## src/rtl/fflags_retire_queue_if.sv

```systemverilog
// Signal bundle between the FPU issue/completion path, decode and the fflags retire queue.
// The master side drives issue/completion/CSR requests; the slave side is the queue itself.
interface fflags_retire_queue_if #(
  parameter int unsigned DEPTH = 4
) ();
  localparam int unsigned TW = $clog2(DEPTH);

  logic          i_flush;
  logic          i_issue;
  logic          o_issue_ready;
  logic [TW-1:0] o_issue_tag;
  logic          i_done;
  logic [TW-1:0] i_done_tag;
  logic [4:0]    i_done_fflags;
  logic          i_csr_req;
  logic          o_csr_stall;
  logic          o_fflags_write;
  logic [4:0]    o_fflags;
  logic [TW:0]   o_count;
  logic          o_tag_err;

  modport master (
    output i_flush,
    output i_issue,
    input  o_issue_ready,
    input  o_issue_tag,
    output i_done,
    output i_done_tag,
    output i_done_fflags,
    output i_csr_req,
    input  o_csr_stall,
    input  o_fflags_write,
    input  o_fflags,
    input  o_count,
    input  o_tag_err
  );

  modport slave (
    input  i_flush,
    input  i_issue,
    output o_issue_ready,
    output o_issue_tag,
    input  i_done,
    input  i_done_tag,
    input  i_done_fflags,
    input  i_csr_req,
    output o_csr_stall,
    output o_fflags_write,
    output o_fflags,
    output o_count,
    output o_tag_err
  );
endinterface

```

## src/rtl/fflags_retire_queue.sv

```systemverilog
// In-order retirement of FP exception flags: ops complete out of order by tag, flags are
// retired in issue order as one-cycle accumulate pulses towards the fflags CSR.
module fflags_retire_queue #(
  parameter int unsigned DEPTH = 4
) (
  input logic                 i_clk,
  input logic                 i_rst,
  fflags_retire_queue_if.slave bus
);
  localparam int unsigned TW = $clog2(DEPTH);
  localparam logic [TW:0] FullCount = (TW+1)'(DEPTH);

  logic [DEPTH-1:0] valid_q, valid_d;
  logic [DEPTH-1:0] done_q, done_d;
  logic [4:0]       flags_q [DEPTH];
  logic [4:0]       flags_d [DEPTH];
  logic [TW-1:0]    wr_ptr_q, wr_ptr_d;
  logic [TW-1:0]    rd_ptr_q, rd_ptr_d;
  logic [TW:0]      count_q, count_d;
  logic [4:0]       fflags_q, fflags_d;
  logic             fflags_write_q, fflags_write_d;
  logic             tag_err_q, tag_err_d;

  logic issue_fire;
  logic done_ok;
  logic retire;

  assign issue_fire = bus.i_issue && (count_q != FullCount);
  assign done_ok    = bus.i_done && valid_q[bus.i_done_tag] && !done_q[bus.i_done_tag];
  // Uses registered done bits, so a same-cycle completion to the head retires next cycle.
  assign retire     = valid_q[rd_ptr_q] && done_q[rd_ptr_q];

  always_comb begin
    valid_d        = valid_q;
    done_d         = done_q;
    flags_d        = flags_q;
    wr_ptr_d       = wr_ptr_q;
    rd_ptr_d       = rd_ptr_q;
    count_d        = count_q;
    fflags_d       = fflags_q;
    fflags_write_d = 1'b0;
    tag_err_d      = tag_err_q;

    if (bus.i_flush) begin
      valid_d  = '0;
      done_d   = '0;
      wr_ptr_d = '0;
      rd_ptr_d = '0;
      count_d  = '0;
    end else begin
      // Retire, completion and issue never target the same entry in one cycle.
      if (retire) begin
        valid_d[rd_ptr_q] = 1'b0;
        done_d[rd_ptr_q]  = 1'b0;
        flags_d[rd_ptr_q] = '0;
        rd_ptr_d          = rd_ptr_q + 1'b1;
        fflags_d          = flags_q[rd_ptr_q];
        fflags_write_d    = |flags_q[rd_ptr_q];
      end

      if (done_ok) begin
        done_d[bus.i_done_tag]  = 1'b1;
        flags_d[bus.i_done_tag] = bus.i_done_fflags;
      end else if (bus.i_done) begin
        tag_err_d = 1'b1;
      end

      if (issue_fire) begin
        valid_d[wr_ptr_q] = 1'b1;
        done_d[wr_ptr_q]  = 1'b0;
        flags_d[wr_ptr_q] = '0;
        wr_ptr_d          = wr_ptr_q + 1'b1;
      end

      unique case ({issue_fire, retire})
        2'b10:   count_d = count_q + 1'b1;
        2'b01:   count_d = count_q - 1'b1;
        default: count_d = count_q;
      endcase
    end
  end

  always_ff @(posedge i_clk or posedge i_rst) begin
    if (i_rst) begin
      valid_q        <= '0;
      done_q         <= '0;
      for (int i = 0; i < DEPTH; i++) begin
        flags_q[i] <= '0;
      end
      wr_ptr_q       <= '0;
      rd_ptr_q       <= '0;
      count_q        <= '0;
      fflags_q       <= '0;
      fflags_write_q <= 1'b0;
      tag_err_q      <= 1'b0;
    end else begin
      valid_q        <= valid_d;
      done_q         <= done_d;
      flags_q        <= flags_d;
      wr_ptr_q       <= wr_ptr_d;
      rd_ptr_q       <= rd_ptr_d;
      count_q        <= count_d;
      fflags_q       <= fflags_d;
      fflags_write_q <= fflags_write_d;
      tag_err_q      <= tag_err_d;
    end
  end

  assign bus.o_issue_ready  = (count_q != FullCount);
  assign bus.o_issue_tag    = wr_ptr_q;
  // Also stall while the last pulse is still being accumulated into the CSR file.
  assign bus.o_csr_stall    = bus.i_csr_req && ((count_q != '0) || fflags_write_q);
  assign bus.o_fflags_write = fflags_write_q;
  assign bus.o_fflags       = fflags_q;
  assign bus.o_count        = count_q;
  assign bus.o_tag_err      = tag_err_q;
endmodule
```

## src/flat_wrapper.sv

```systemverilog
// flat-port wrapper written by rule: the top's interface ports become plain ports
module fflags_retire_queue_flat 
#(
  parameter int unsigned DEPTH = 4
)
  (i_clk, i_rst, bus_i_flush, bus_i_issue, bus_o_issue_ready, bus_o_issue_tag, bus_i_done, bus_i_done_tag, bus_i_done_fflags, bus_i_csr_req, bus_o_csr_stall, bus_o_fflags_write, bus_o_fflags, bus_o_count, bus_o_tag_err);
  fflags_retire_queue_if #(.DEPTH(DEPTH)) bus_i ();
  input logic i_clk;
  input logic i_rst;
  input wire logic [$bits(bus_i.i_flush)-1:0] bus_i_flush;
  input wire logic [$bits(bus_i.i_issue)-1:0] bus_i_issue;
  output wire logic [$bits(bus_i.o_issue_ready)-1:0] bus_o_issue_ready;
  output wire logic [$bits(bus_i.o_issue_tag)-1:0] bus_o_issue_tag;
  input wire logic [$bits(bus_i.i_done)-1:0] bus_i_done;
  input wire logic [$bits(bus_i.i_done_tag)-1:0] bus_i_done_tag;
  input wire logic [$bits(bus_i.i_done_fflags)-1:0] bus_i_done_fflags;
  input wire logic [$bits(bus_i.i_csr_req)-1:0] bus_i_csr_req;
  output wire logic [$bits(bus_i.o_csr_stall)-1:0] bus_o_csr_stall;
  output wire logic [$bits(bus_i.o_fflags_write)-1:0] bus_o_fflags_write;
  output wire logic [$bits(bus_i.o_fflags)-1:0] bus_o_fflags;
  output wire logic [$bits(bus_i.o_count)-1:0] bus_o_count;
  output wire logic [$bits(bus_i.o_tag_err)-1:0] bus_o_tag_err;
  assign bus_i.i_flush = bus_i_flush;
  assign bus_i.i_issue = bus_i_issue;
  assign bus_o_issue_ready = bus_i.o_issue_ready;
  assign bus_o_issue_tag = bus_i.o_issue_tag;
  assign bus_i.i_done = bus_i_done;
  assign bus_i.i_done_tag = bus_i_done_tag;
  assign bus_i.i_done_fflags = bus_i_done_fflags;
  assign bus_i.i_csr_req = bus_i_csr_req;
  assign bus_o_csr_stall = bus_i.o_csr_stall;
  assign bus_o_fflags_write = bus_i.o_fflags_write;
  assign bus_o_fflags = bus_i.o_fflags;
  assign bus_o_count = bus_i.o_count;
  assign bus_o_tag_err = bus_i.o_tag_err;
  fflags_retire_queue #(.DEPTH(DEPTH)) u_core (.i_clk(i_clk), .i_rst(i_rst), .bus(bus_i));
endmodule
```

## config.mk

```make
export PLATFORM = sky130hd
export DESIGN_NAME = fflags_retire_queue_flat
export DESIGN_NICKNAME = d
export VERILOG_FILES = /design/src/rtl/fflags_retire_queue_if.sv /design/src/rtl/fflags_retire_queue.sv /design/src/flat_wrapper.sv
export SDC_FILE = /design/constraint.sdc
export NUM_CORES = 1
export LEC_CHECK = 0
export ABC_CLOCK_PERIOD_IN_PS = 6000
export CAP_MARGIN = 5
export CORE_MARGIN = 5
export CORE_UTILIZATION = 35
export DETAILED_ROUTE_END_ITERATION = 8
export SYNTH_ARGS = -nofsm -noshare
export SYNTH_HDL_FRONTEND = slang
export SYNTH_SLANG_ARGS = --single-unit
```

## constraint.sdc

```tcl
create_clock -name i_clk -period 6 [get_ports i_clk]
set_input_delay 1.2 -clock i_clk [delete_from_list [all_inputs] [get_ports i_clk]]
set_output_delay 1.2 -clock i_clk [all_outputs]
set_load 0.01 [all_outputs]
```

==> metrics list <==
* Initial antenna violation count: 0
- Of the total power, the share spent switching nets is 0.279.
* Pint: 0.431 mW
- After technology mapping, the gate count stands at between 200 and 250.
* Summed area of non-filler cells in the final layout: 2840 sq um
- 0 antenna diodes ended up in the layout.
- Share of Yosys cell area claimed by the top area cell type: 0.432
- Dividing the detail-routed wire length by the instance count gives between 15 and 20 um.
- Measured against its own limit, the worst slew margin works out to 0.499.
- Final-stage net count: around 280
- Clock tree from TritonCTS: yes
- Nature of the critical path startpoint: input port
* Vias/cell: 5.43
- Total Die Area: between 8000 and 9000 sq um
* Proportion of register bits with asynchronous set or reset after synthesis: 1.00
* Max rail drop VDD: roughly 0.098 mV
- DRC violations left: 0
- Fill cells in the final layout number between 600 and 700.
* Clk sink count: 42
* Total standard cell area after synthesis: between 2000 and 2500 sq um
* Number of H-tree levels: 2
- Number of flops mapped to enable cells by yosys: 0
- Count of cells along the worst register-to-register path: 6
- The flow ran to the end, and the final reports show no timing, DRC or antenna violations.
- Unrepaired setup endpoints after global routing: no
- Max Root-Sink Buffers: 2
* Hold WC Path Type: reg -> reg
- The number of global-route vias before repair is roughly 1900.
* Transition at the pin with the smallest max-transition slack: about 0.75 ns
- For this run, the register share of the synthesized area comes to 0.432.
- Post-synthesis net count: approximately 250
- The final layout contains routed wiring with a total length of just under 6000 um.
- Input and output buffers added on the ports amount to 26.
- Std cell rows: 30
- R2r setup slk: 3.15 ns
* Total Routing Usage GR: 0.139
* Clock Latency Late Sink: a little under 0.3 ns
- Worst Path Required: ~4.8 ns
- Final Skew: 0.00721 ns
- After clock tree synthesis, the clock-pin slew on the worst setup and hold paths is approximately 0.08 ns.
* Hold buffer count at CTS: 0
- Relative to the synthesized area, the layout overhead comes to 16.9%.
* Resized Gates After CTS: 0
- Via Count: approximately 1900
- By area the synthesized netlist is led by dfrtp_1, mux4_2, a32o_1.
- In this run the static leakage power is about 1.1 nW.
- After global routing the overflow that remains totals 0.
- Post-CTS Repair Setup Buffers: 0
* Initial core utilization: 0.358
* Gate power share: 0.160
- After detailed placement, the total cell area comes to around 2800 sq um.
- Routability-driven placement finished with a final weighted congestion of approximately 0.80.
- For this run, the number of Yosys warnings is 0.
- STA puts the critical path data arrival time at between 2 and 2.5 ns.
- Across the run, the number of max-cap violations was 0.
* Library cells used by synthesis: 45
- Before antenna repair, the detailed router went through 4 iterations.
* Number of synthesized register bits: 42
* Worst reg2reg path startpoint: u_core.rd_ptr_q[1]
- The endpoint identified for the worst register-to-register timing path is u_core.bus.o_count[1].
- For the final routed database, the setup TNS stands at 0 ns.
* Num CTS Buffers: 5
- Power spread over the standard cell area amounts to between 200 and 250 nW/um^2.
- The setup path with the least slack is of type in -> out.
- Net switching component of the power: 0.166 mW
- At the placement stage, the worst setup path has a slack of ~2.4 ns.
- Final critical-path setup slack: ~2.5 ns
- Cell accounting for the most synthesized area: dfrtp_1
- In the synthesized netlist the dominant register cell turns out to be dfrtp_1.
* Critical Path Fanout Max: 1
- Footprint of the multi-input gates: 1260 sq um
- Tracing the worst setup path back leads to its startpoint at bus_i_csr_req.
* Maximum number of pins on one net before global-route repair: 48
* Total setup violations reported at the end of the flow: 0
* Synthesized area per cell: 10.5 sq um
- The floorplan step set the die width to roughly 93 um.
- Register Area: about 1100 sq um
* Die height: approximately 93 um
* Master cell of the clock root buffer: clkbuf_8
- Number of nets with antenna violations after detailed routing: 0
- Max Transition Viols Final: 0
* Crit path capture: bus_o_csr_stall
* Area of the placeable core: just under 7000 sq um
- The first global-routing pass estimated slightly below 10000 um of wire.
* Post-layout minimum cycle time: about 3.5 ns
* Final critical-path share of the clock period: 0.584
- Of the total power, the clock network draws 0.306.
- During I/O placement, the number of pins put on the boundary was 27.
* Half-perimeter wire length after placement: around 4200 um
- Based on the critical path, the design can be clocked at up to about 290 MHz.
- The share of total power dissipated in sequential elements is 0.534.
* Iteration-0 DRC count of the detailed router: 136
- Of the cells placed in the final design, the portion with a size suffix greater than 1 is 0.141.
- The worst setup path is captured at a primary output.
- The hold violation total from the final report came to 0.
==> registers in the layout, indices dropped and copies added, names as in the netlist <==
register,count
u_core.flags_q,20
u_core.bus.o_fflags,5
u_core.done_q,4
u_core.valid_q,4
u_core.bus.o_count,3
u_core.bus.o_issue_tag,2
u_core.rd_ptr_q,2
u_core.bus.o_fflags_write,1
u_core.bus.o_tag_err,1
==> critical path, cell delays in order <==
cell and delay [ns]:
clkdlybuf4s50_1 0.45, o41a_1 0.13, clkdlybuf4s50_1 0.53
==> layout by cell type, fill, tap and decap left out, types with 2 or more instances in the layout <==
master           count
a21oi_1              8
a31o_2              10
a31oi_1              3
a32o_1              10
a32oi_1             10
and3_1               2
buf_4                2
clkbuf_8             5
clkdlybuf4s50_1     26
dfrtp_1             42
ha_1                 8
inv_1               11
mux2_2               5
mux4_2               6
nand2_1             21
nand2b_1             6
nand3_1              6
nand3b_1             3
nor2_1              11
nor2b_1              7
nor4bb_1             3
o21a_1               3
o21ai_0             20
o21ai_1              2
or2_2                2
or3b_2               2
or4_1                2
==> worst min-delay path by stage <==
stage / cells past startpoint / endpoint / slack (ns) / start
after global placement: 1 / u_core.bus.o_tag_err / 0.46 / u_core.bus.o_tag_err
after detailed placement: 1 / u_core.bus.o_tag_err / 0.47 / u_core.bus.o_tag_err
final: 1 / u_core.bus.o_tag_err / 0.50 / u_core.bus.o_tag_err
after global routing: 1 / u_core.bus.o_tag_err / 0.51 / u_core.bus.o_tag_err
after CTS: 1 / u_core.bus.o_tag_err / 0.50 / u_core.bus.o_tag_err
after floorplan: 2 / u_core.flags_q[5] / 0.47 / u_core.flags_q[5]
==> stage by stage <==
step / std cells / util / power [mW] / hold WS [ns]
finish: 352 / 0.419 / 0.597 / 0.501
global route: 352 / 0.419 / 0.627 / 0.514
CTS: 352 / 0.419 / 0.606 / 0.503
detailed placement: 344 / 0.406 / 0.421 / 0.472
global placement: 344 / 0.406 / 0.418 / 0.459
floorplan: 232 / - / 0.381 / 0.474
==> power by group through the flow <==
stage	sequential [mW]	combinational, mW	clock [mW]
6_report	0.319	0.0955	0.183
4_1_cts	0.319	0.0967	0.191
3_5_place_dp	0.324	0.0966	0
2_1_floorplan	0.319	0.0619	0
3_3_place_gp	0.324	0.0945	0
5_1_grt	0.322	0.106	0.199
==> synthesized netlist by cell type (2+ instances only) <==
library cell and n:
dfrtp_1 42, nand2_1 21, o21ai_0 20, inv_1 11, nor2_1 11, a31o_2 10, a32o_1 10, a32oi_1 10
a21oi_1 8, ha_1 8, nor2b_1 7, clkbuf_1 6, mux4_2 6, nand2b_1 6, nand3_1 6, mux2_2 5
a31oi_1 3, buf_6 3, nand3b_1 3, nor4bb_1 3, o21a_1 3, and3_1 2, buf_2 2, o21ai_1 2
or2_2 2, or3b_2 2, or4_1 2
==> layer usage <==
layer / track usage / routed length (um) / vias up
met5: 0 / 0 / -
met4: 0.0403 / 44 / 0
met3: 0.0209 / 214 / 2
met2: 0.234 / 2830 / 45
met1: 0.186 / 2700 / 945
li1: - / - / 921
==> cell families after synthesis <==
group / share of synthesized area
AOI/OAI and AO/OA: 0.213
muxes: 0.0828
buffers and inverters: 0.0484
adders and majority gates: 0.0494
DFF: 0.432
xor gates and xnor gates: 0.0129
and+or+nand+nor: 0.161
==> layout make-up <==
type,instances,area share
clock buffers,6,0.0255
clock inverters,2,0.00484
inverters,12,0.0167
multi-input cells,166,0.444
flip-flops and latches,42,0.370
well taps,96,0.0422
repair buffers,28,0.0968
No activity file was read; power rests on OpenSTA's default activity.
